`src/rtl/alu_pkg.sv`:
```
// alu_pkg: operand select encodings and default datapath width shared by the ALU operand stage
package alu_pkg;
  localparam int XLEN_DEF = 32;
  localparam logic [1:0] ASEL_ZERO = 2'b00;
  localparam logic [1:0] ASEL_RSVD = 2'b01;
  localparam logic [1:0] ASEL_PC = 2'b10;
  localparam logic [1:0] ASEL_RS1 = 2'b11;
  localparam logic [1:0] BSEL_SHAMT = 2'b00;
  localparam logic [1:0] BSEL_RS2 = 2'b01;
  localparam logic [1:0] BSEL_IMM = 2'b10;
  localparam logic [1:0] BSEL_FOUR = 2'b11;
endpackage

```
`src/rtl/fwd_select.sv`:
```
// fwd_select: priority forwarding match for one source operand, lowest index wins, x0 reads zero
module fwd_select #(
  parameter int XLEN = 32,
  parameter int NUM_FWD = 3
) (
  input  logic [4:0]              addr,
  input  logic [XLEN-1:0]         rval,
  input  logic [NUM_FWD-1:0]      fwd_valid,
  input  logic [NUM_FWD-1:0]      fwd_busy,
  input  logic [5*NUM_FWD-1:0]    fwd_rd,
  input  logic [XLEN*NUM_FWD-1:0] fwd_data,
  output logic [XLEN-1:0]         val,
  output logic                    busy
);
  always_comb begin
    val = rval;
    busy = 1'b0;
    for (int i = NUM_FWD - 1; i >= 0; i--)
      if (fwd_valid[i] && fwd_rd[5*i +: 5] == addr) begin
        val = fwd_busy[i] ? rval : fwd_data[XLEN*i +: XLEN];
        busy = fwd_busy[i];
      end
    val = addr == 5'd0 ? '0 : val;
    busy = addr != 5'd0 && busy;
  end
endmodule

```
`src/rtl/alu_operand_stage.sv`:
```
// alu_operand_stage: registered ALU operand select with forwarding, load-use stall, handshake, flush and stall counter
module alu_operand_stage
  import alu_pkg::*;
#(
  parameter int XLEN = XLEN_DEF,
  parameter int SHAMT_W = 5,
  parameter int NUM_FWD = 3,
  parameter int CNT_W = 16
) (
  input  logic                    clk,
  input  logic                    reset,
  input  logic                    in_valid,
  output logic                    in_ready,
  input  logic [1:0]              ASel,
  input  logic [1:0]              BSel,
  input  logic                    rs2_store,
  input  logic [4:0]              rs1_addr,
  input  logic [4:0]              rs2_addr,
  input  logic [XLEN-1:0]         rs1,
  input  logic [XLEN-1:0]         rs2,
  input  logic [XLEN-1:0]         imm,
  input  logic [XLEN-1:0]         pc,
  input  logic [SHAMT_W-1:0]      shamt,
  input  logic [NUM_FWD-1:0]      fwd_valid,
  input  logic [NUM_FWD-1:0]      fwd_busy,
  input  logic [5*NUM_FWD-1:0]    fwd_rd,
  input  logic [XLEN*NUM_FWD-1:0] fwd_data,
  input  logic                    flush,
  output logic                    out_valid,
  input  logic                    out_ready,
  output logic [XLEN-1:0]         out1,
  output logic [XLEN-1:0]         out2,
  output logic [XLEN-1:0]         store_data,
  output logic [CNT_W-1:0]        stall_cnt
);
  logic [XLEN-1:0] v1, v2, a_nxt, b_nxt;
  logic busy1, busy2, hazard, cap;
  fwd_select #(.XLEN(XLEN), .NUM_FWD(NUM_FWD)) u_fwd1 (
    .addr(rs1_addr), .rval(rs1), .fwd_valid(fwd_valid), .fwd_busy(fwd_busy),
    .fwd_rd(fwd_rd), .fwd_data(fwd_data), .val(v1), .busy(busy1)
  );
  fwd_select #(.XLEN(XLEN), .NUM_FWD(NUM_FWD)) u_fwd2 (
    .addr(rs2_addr), .rval(rs2), .fwd_valid(fwd_valid), .fwd_busy(fwd_busy),
    .fwd_rd(fwd_rd), .fwd_data(fwd_data), .val(v2), .busy(busy2)
  );
  always_comb begin
    hazard = in_valid && ((ASel == ASEL_RS1 && busy1) || ((BSel == BSEL_RS2 || rs2_store) && busy2));
    in_ready = (!out_valid || out_ready) && !hazard && !flush;
    cap = in_valid && in_ready;
    a_nxt = ASel == ASEL_ZERO ? '0 : ASel == ASEL_RS1 ? v1 : pc;
    b_nxt = ASel == ASEL_RSVD ? imm :
            BSel == BSEL_SHAMT ? {{(XLEN-SHAMT_W){1'b0}}, shamt} :
            BSel == BSEL_RS2 ? v2 :
            BSel == BSEL_IMM ? imm : XLEN'(4);
  end
  always_ff @(posedge clk)
    if (reset) begin
      out_valid <= 1'b0;
      out1 <= '0;
      out2 <= '0;
      store_data <= '0;
      stall_cnt <= '0;
    end else begin
      if (flush)
        out_valid <= 1'b0;
      else if (cap) begin
        out_valid <= 1'b1;
        out1 <= a_nxt;
        out2 <= b_nxt;
        store_data <= v2;
      end else if (out_ready)
        out_valid <= 1'b0;
      if (hazard && !flush && stall_cnt != '1)
        stall_cnt <= stall_cnt + CNT_W'(1);
    end
endmodule

```
`config.mk`:
```
export PLATFORM = sky130hd
export DESIGN_NAME = alu_operand_stage
export DESIGN_NICKNAME = d
export VERILOG_FILES = /design/src/rtl/alu_pkg.sv /design/src/rtl/fwd_select.sv /design/src/rtl/alu_operand_stage.sv
export SDC_FILE = /design/constraint.sdc
export NUM_CORES = 1
export LEC_CHECK = 0
export CAP_MARGIN = 30
export CELL_PAD_IN_SITES_DETAIL_PLACEMENT = 1
export CELL_PAD_IN_SITES_GLOBAL_PLACEMENT = 1
export CORE_MARGIN = 3
export CORE_UTILIZATION = 28
export CTS_CLUSTER_DIAMETER = 50
export CTS_CLUSTER_SIZE = 12
export DETAILED_ROUTE_END_ITERATION = 6
export PLACE_DENSITY = 0.81
export REMOVE_ABC_BUFFERS = 1
export SLEW_MARGIN = 5
export SYNTH_ARGS = -nofsm -noshare
export SYNTH_HDL_FRONTEND = slang
export SYNTH_SLANG_ARGS = --single-unit
```
`constraint.sdc`:
```
create_clock -name clk -period 3.07 [get_ports clk]
set_clock_uncertainty 0.2 [all_clocks]
set_input_delay 0.614 -clock clk [delete_from_list [all_inputs] [get_ports clk]]
set_output_delay 0.614 -clock clk [all_outputs]
set_load 0.02 [all_outputs]
```
==> run summary, run 1 <==
Fraction of layout cells with a size suffix above 1 = 17.9%
Hold Violations, Final = 0
Post-detailed-route count of antenna-violating nets = 0
I/O pins = 384
Minimum clock period = 3.02 ns
Core ar. = 25300 µm²
Root buf cell = clkbuf_16
Crit Path Class = input port to output port
Gpl congestion = 0.886
LEAKAGE = 5.03 nW
Actual slew at the worst max-slew pin = 0.899 ns
Async SR Flop Fraction = 0%
Hold Crit Class = flop to flop
Pin count of the biggest net entering global routing = 37
Total gr overflow = 0
Flops & latches, synth = 113
Total power = 5.00 mW
IO buf count = 383
Final worst setup slack = 0.0471 ns
Rows = 58
Post-synthesis sequential area ratio = 31.1%
Synthesized area = 7280 µm²
Dpl hpwl = 31200 µm
Netlist cell types = 58
Max-slew violations = 0
Status = completed
Initial antenna violation count = 3
Ys Warns = 0
Area delta synth->final = 81.3%
Crit path max fanout = 2
Clock slew at reported path FFs = 0.05 ns
Final Setup Violations = 0
Final wirelength = 41100 µm
Max transition margin = 39.8%
H-tree depth = 4
CP Capture Type = output port
Cts bufs inserted = 17
Avg WL per Cell = 24.7 µm
Pre-Repair DR Iteration Count = 5
Nets = 1595
CTS tree = done
GR Util All Layers = 27.4%
Critical Path RT = 2.26 ns
DR vias/cell = 5.74
# hold bufs at CTS = 0
CP Data Arrival Time = 2.21 ns
Max Root-Sink Buffers = 2
Filler cells = 2889
Die Wd = 167 µm
Global-route wire length before repair = 59700 µm
Max VDD drop = 0.290 mV
Average cell area after synthesis = 8.42 µm²
F_max = 331 MHz
Clk_lat worst skew = 0.42 ns
Hold path depth = 2
Syn Inst Count = 864
Sinks on Clock Net = 113
Startpoint types = input port
Most used DFF post-synth = dfxtp_1
Final core occ = 52.1%
Drt first-iter violations = 622
DR vias = 9588
EDFF count, synth = 0
Die area = 28000 µm²
Number of global-route vias before repair = 10000
Final period util = 98.5%
Pre-CTS setup slack = -0.715 ns
Initial Util = 28.7%
Die Y = 167 µm
FF-to-FF path depth = 7
# DRC = 0
Number of max-cap violations = 0
Power Density = 379 nW/µm²
-- power breakdown --
part | switching, mW | total, mW | internal, mW
sequential | 0.0395 | 1.58 | 1.54
clock | 0.848 | 1.99 | 1.14
combinational | 0.670 | 1.42 | 0.755
-- flip-flops by register name (all words and copies together), names as in the netlist --
name        count
out1           32
out2           32
out_valid       1
stall_cnt      16
store_data     32
-- cells in the final DEF, fill, tap and decap left out, drive strengths merged, types with 4 or more instances in the layout --
| cell type | netlist | routed |
|---|---|---|
| clkdlybuf4s50 | 0 | 354 |
| buf | 22 | 136 |
| dfxtp | 113 | 113 |
| nor2 | 80 | 80 |
| nand2 | 71 | 71 |
| o221ai | 66 | 66 |
| a22o | 58 | 58 |
| mux2i | 55 | 55 |
| nor3 | 54 | 54 |
| a21oi | 31 | 31 |
| a211oi | 28 | 28 |
| clkbuf | 54 | 28 |
| xnor2 | 19 | 19 |
| o32a | 18 | 18 |
| o221a | 18 | 18 |
| or4 | 17 | 17 |
| a221oi | 16 | 16 |
| o21ai | 16 | 16 |
| xor2 | 15 | 15 |
| nand3 | 14 | 14 |
| a21boi | 11 | 11 |
| inv | 7 | 11 |
| dlygate4sd2 | 0 | 10 |
| and3 | 9 | 9 |
| o211ai | 8 | 8 |
| nor2b | 7 | 7 |
| or3 | 7 | 7 |
| and2 | 5 | 5 |
| clkinvlp | 0 | 5 |
| dlymetal6s2s | 0 | 5 |
| and4 | 5 | 5 |
| nand4 | 4 | 4 |
| o2bb2ai | 4 | 4 |
| o31ai | 4 | 4 |
| a22oi | 4 | 4 |
| clkinv | 0 | 4 |
-- cell families after synthesis --
logic type | Yosys count | synth area share, %
compound gates | 297 | 33.7
xor+xnor | 34 | 4.09
mux | 57 | 7.88
simple gates | 279 | 18.3
buf+inv | 83 | 4.73
fa+ha+maj | 1 | 0.172
flops | 113 | 31.1
-- worst max-delay path, cell delays in order --
cell and delay, ns:
clkdlybuf4s50_1 0.52, nand2_2 0.09, nor3_2 0.20, o211ai_1 0.17
a311oi_2 0.39, nor4_2 0.06, buf_4 0.17
-- area by class of cell --
| cell class | count | area [µm²] | area share [%] |
|---|---|---|---|
| diodes | 2 | 5.00 | 0.0379 |
| clock buffers | 18 | 439 | 3.33 |
| clock inverters | 14 | 130 | 0.986 |
| inverters | 7 | 26.3 | 0.199 |
| multi-input cells | 668 | 4900 | 37.1 |
| flip-flops and latches | 113 | 2260 | 17.1 |
| well taps | 330 | 413 | 3.13 |
| repair buffers | 517 | 5020 | 38.1 |
-- Yosys cell counts, types with 3 or more instances --
master	n	area [µm²]
buf_2	17	85.1
nand2_1	71	267
inv_1	7	26.3
or3_1	6	37.5
xnor2_1	19	166
a221oi_1	16	140
o31ai_1	4	30.0
nor2b_1	7	43.8
buf_1	3	11.3
and4_1	5	43.8
a22o_1	58	508
o2bb2ai_1	4	35.0
o211ai_1	8	60.1
o32a_1	18	180
nand3_1	14	70.1
a211oi_1	27	203
nor2_1	79	297
dfxtp_1	113	2260
a22oi_1	4	30.0
a21boi_0	11	82.6
o221ai_1	66	578
o221a_2	18	203
o21ai_0	10	50.1
or4_1	17	128
nand4_1	4	25.0
and3_1	9	56.3
o21a_1	3	22.5
and2_1	4	25.0
o21ai_1	5	25.0
mux2i_1	55	551
clkbuf_1	54	203
a21oi_1	31	155
xor2_1	15	131
nor3_1	54	270
-- worst paths after layout --
path             startpoint             end  slack, ns
max            fwd_valid[2]        in_ready       0.05
min          store_data[29]  store_data[29]       0.26
max reg2reg    stall_cnt[8]    stall_cnt[5]       0.36
min reg2reg  store_data[29]  store_data[29]       0.26
-- what timing repair did --
action | CTS | global route
setup buffers | 5 | 3
gates resized for setup | 37 | 44
setup endpoints to repair | 95 | 95
gates cloned | 0 | 1
endpoints found under the hold margin | 0 | 0
pin swaps | 11 | 19
-- stage by stage --
| stage | cell area (µm²) | hold slack, ns | setup TNS [ns] | instances |
|---|---|---|---|---|
| 6_report | 13200 | 0.257 | 0 | 1669 |
| 5_1_grt | 13200 | 0.282 | -0.0410 | 1669 |
| 4_1_cts | 13000 | 0.260 | 0 | 1663 |
| 3_5_place_dp | 12400 | 0.251 | -55.26 | 1626 |
| 3_3_place_gp | 12400 | 0.241 | -47.21 | 1626 |
| 2_1_floorplan | 6960 | 0.328 | -98.72 | 788 |
-- layer usage --
layer	wire, µm	up-vias	track usage [%]
li1	-	4334	-
met1	16400	4709	32.4
met2	20200	465	48.2
met3	3140	80	6.54
met4	1380	0	10.2
met5	0	-	0
Power figures use the tool's default switching activity.
==> inputs of run 2 (changes only) <==
- PLACE_DENSITY: 0.81 -> default
- PLACE_DENSITY_LB_ADDON: default -> 0.05
==> run 2 against run 1 <==
Against the previous run:
- critical path depth up 2
- critical path type unchanged
- count of clock-buffer cells in the layout up 1
- die area unchanged
- sequential share of layout area about the same
- global-route usage up 0.42 points
- via count down 2.7%
- combinational power about the same
==> run summary, run 2 (synthesis gave the netlist of run 1 again) <==
Pin count of the biggest net entering global routing = 41 (+11%)
Die Y = 167 µm (unchanged)
Total power = 5.03 mW (+0.72%)
Dpl hpwl = 30600 µm (-1.8%)
Clock slew at reported path FFs = 0.06 ns (about the same)
Final wirelength = 40900 µm (-0.64%)
Worst Hold End = store_data[23]
DP Area = 12400 µm² (-0.44%)
Actual slew at the worst max-slew pin = 0.588 ns (-0.311 ns)
FF-to-FF path depth = 8 (+1)
R2r endpoint = stall_cnt[13]
Rows = 58 (unchanged)
F_max = 333 MHz (+0.55%)
Pre-Repair DR Iteration Count = 5 (unchanged)
Max-slew violations = 0 (unchanged)
Worst Hold Launch = store_data[23]
Die area = 28000 µm² (unchanged)
Design Area, Final = 13200 µm² (-0.10%)
# hold bufs at CTS = 0 (unchanged)
Crit Reg-Reg Startpoint = stall_cnt[9]
Crit path max fanout = 3 (+1)
Total negative setup slack = 0 ns (unchanged)
H-tree depth = 4 (unchanged)
Max Root-Sink Buffers = 2 (unchanged)
CP Capture Type = output port
Smallest hold slack = 0.256 ns (-0.00172 ns)
Area delta synth->final = 81.2%
Total gr overflow = 0 (unchanged)
Final Non-Filler Cells = 1666 (-0.18%)
Most common cell after layout, fill and taps aside = clkdlybuf4s50_1
Critical Path RT = 2.26 ns (about the same)
Placed insts = 1618 (-0.49%)
Number of global-route vias before repair = 9905 (-1.1%)
Gpl congestion = 0.874 (-1.4%)
Drt first-iter violations = 510 (-18%)
Fraction of layout cells with a size suffix above 1 = 17.3% (-0.62 points)
Post-detailed-route count of antenna-violating nets = 0 (unchanged)
IO buf count = 383 (unchanged)
Root buf cell = clkbuf_16
Max transition margin = 60.8% (+21 points)
Most frequent cells in the layout = clkdlybuf4s50_1 (355), dfxtp_1 (113), buf_4 (110), nor2_1 (79), nand2_1 (70)
Core ar. = 25300 µm² (unchanged)
DR vias/cell = 5.60 (-2.5%)
Hold Violations, Final = 0 (unchanged)
I/O pins = 384 (unchanged)
Status = completed
LEAKAGE = 5.03 nW (about the same)
GR Util All Layers = 27.8% (+0.42 points)
Clk_lat worst skew = 0.42 ns (about the same)
Initial Util = 28.7% (unchanged)
Global-route wire length before repair = 60400 µm (+1.2%)
Hold Crit Class = flop to flop
DR vias = 9328 (-2.7%)
# DRC = 0 (unchanged)
Flop2flop setup slack = 0.70 ns (+0.34 ns)
Startpoint types = input port
Number of max-cap violations = 0 (unchanged)
Critical Path Start = rs1_addr[1]
Die Wd = 167 µm (unchanged)
Final period util = 97.9% (-0.54 points)
Biggest regs = out1 (32), out2 (32), store_data (32)
Avg WL per Cell = 24.5 µm (-0.46%)
Hold path depth = 2 (unchanged)
Nets = 1591 (-0.25%)
Cts bufs inserted = 17 (unchanged)
Sinks on Clock Net = 113 (unchanged)
Crit Path Class = input port to output port
Final Setup Violations = 0 (unchanged)
Power Density = 382 nW/µm² (+0.83%)
Minimum clock period = 3.01 ns (-0.0166 ns)
CP Data Arrival Time = 2.19 ns (-0.02 ns)
RSZ-0062 raised after global routing = true
Max VDD drop = 0.256 mV (-12%)
CTS tree = done
Initial antenna violation count = 4 (+1)
## run 2: changes by cell type in the layout (fill, tap and decap cells not counted), sizes merged
cell	previous run	this run
buf	136	132
clkinvlp	5	2
clkbuf	28	26
clkdlybuf4s15	2	4
dlygate4sd2	10	12
dlymetal6s2s	5	3
bufinv	1	2
clkdlybuf4s50	354	355
diode	2	3
inv	11	12
## run 2: worst max-delay path by stage
stage	slack [ns]	end	depth (start not counted)
floorplan	-1.99	out1[0]	7
finish	0.06	in_ready	9
detailed placement	-0.84	in_ready	8
CTS	0.003	in_ready	8
global placement	-0.83	in_ready	8
global route	-0.04	in_ready	9
## run 2: area by class of cell
| cell class | count | area, µm² |
|---|---|---|
| antenna | 3 | 7.51 |
| inverter | 7 | 26.3 |
| sequential | 113 | 2260 |
| tap | 330 | 413 |
| clock inverter | 13 | 150 |
| multi-input combinational | 668 | 4850 |
| clock buffer | 19 | 443 |
| fill | 2924 | 12100 |
| timing repair buffer | 513 | 5030 |
## run 2: where the power goes
group          internal, mW  leakage (nW)  total [mW]  switching [mW]
combinational         0.751          3.82        1.40           0.649
clock                  1.23         0.285        2.05           0.821
sequential             1.54         0.923        1.58          0.0398
## run 2: what timing repair did
action                                  CTS  global route
pin swaps                                14            14
gates cloned                              0             2
endpoints found under the setup margin  100            36
resized for setup                        40            30
buffers inserted                          7             4
## run 2: worst max-delay path, stage by stage
cell           delay [ns]
dlygate4sd2_1        0.26
buf_4                0.15
xor2_1               0.14
nor3_2               0.19
o211ai_1             0.12
buf_4                0.16
a311oi_4             0.29
nor4_2               0.09
buf_4                0.17
## run 2: stage by stage
stage          setup slack [ns]  utilization [%]
3_5_place_dp             -0.842             48.8
4_1_cts                 0.00308             51.4
6_report                 0.0637             52.0
5_1_grt                 -0.0416             52.0
2_1_floorplan             -1.99                -
3_3_place_gp             -0.827             48.8
## run 2: routing by layer
metal / vias up / part of all wire (%) / GRT usage [%]
li1: 4333 / - / -
met1: 4560 / 41 / 33.0
met2: 369 / 50 / 48.9
met3: 64 / 6.9 / 6.70
met4: 2 / 2.8 / 9.78
met5: - / 0.024 / 0
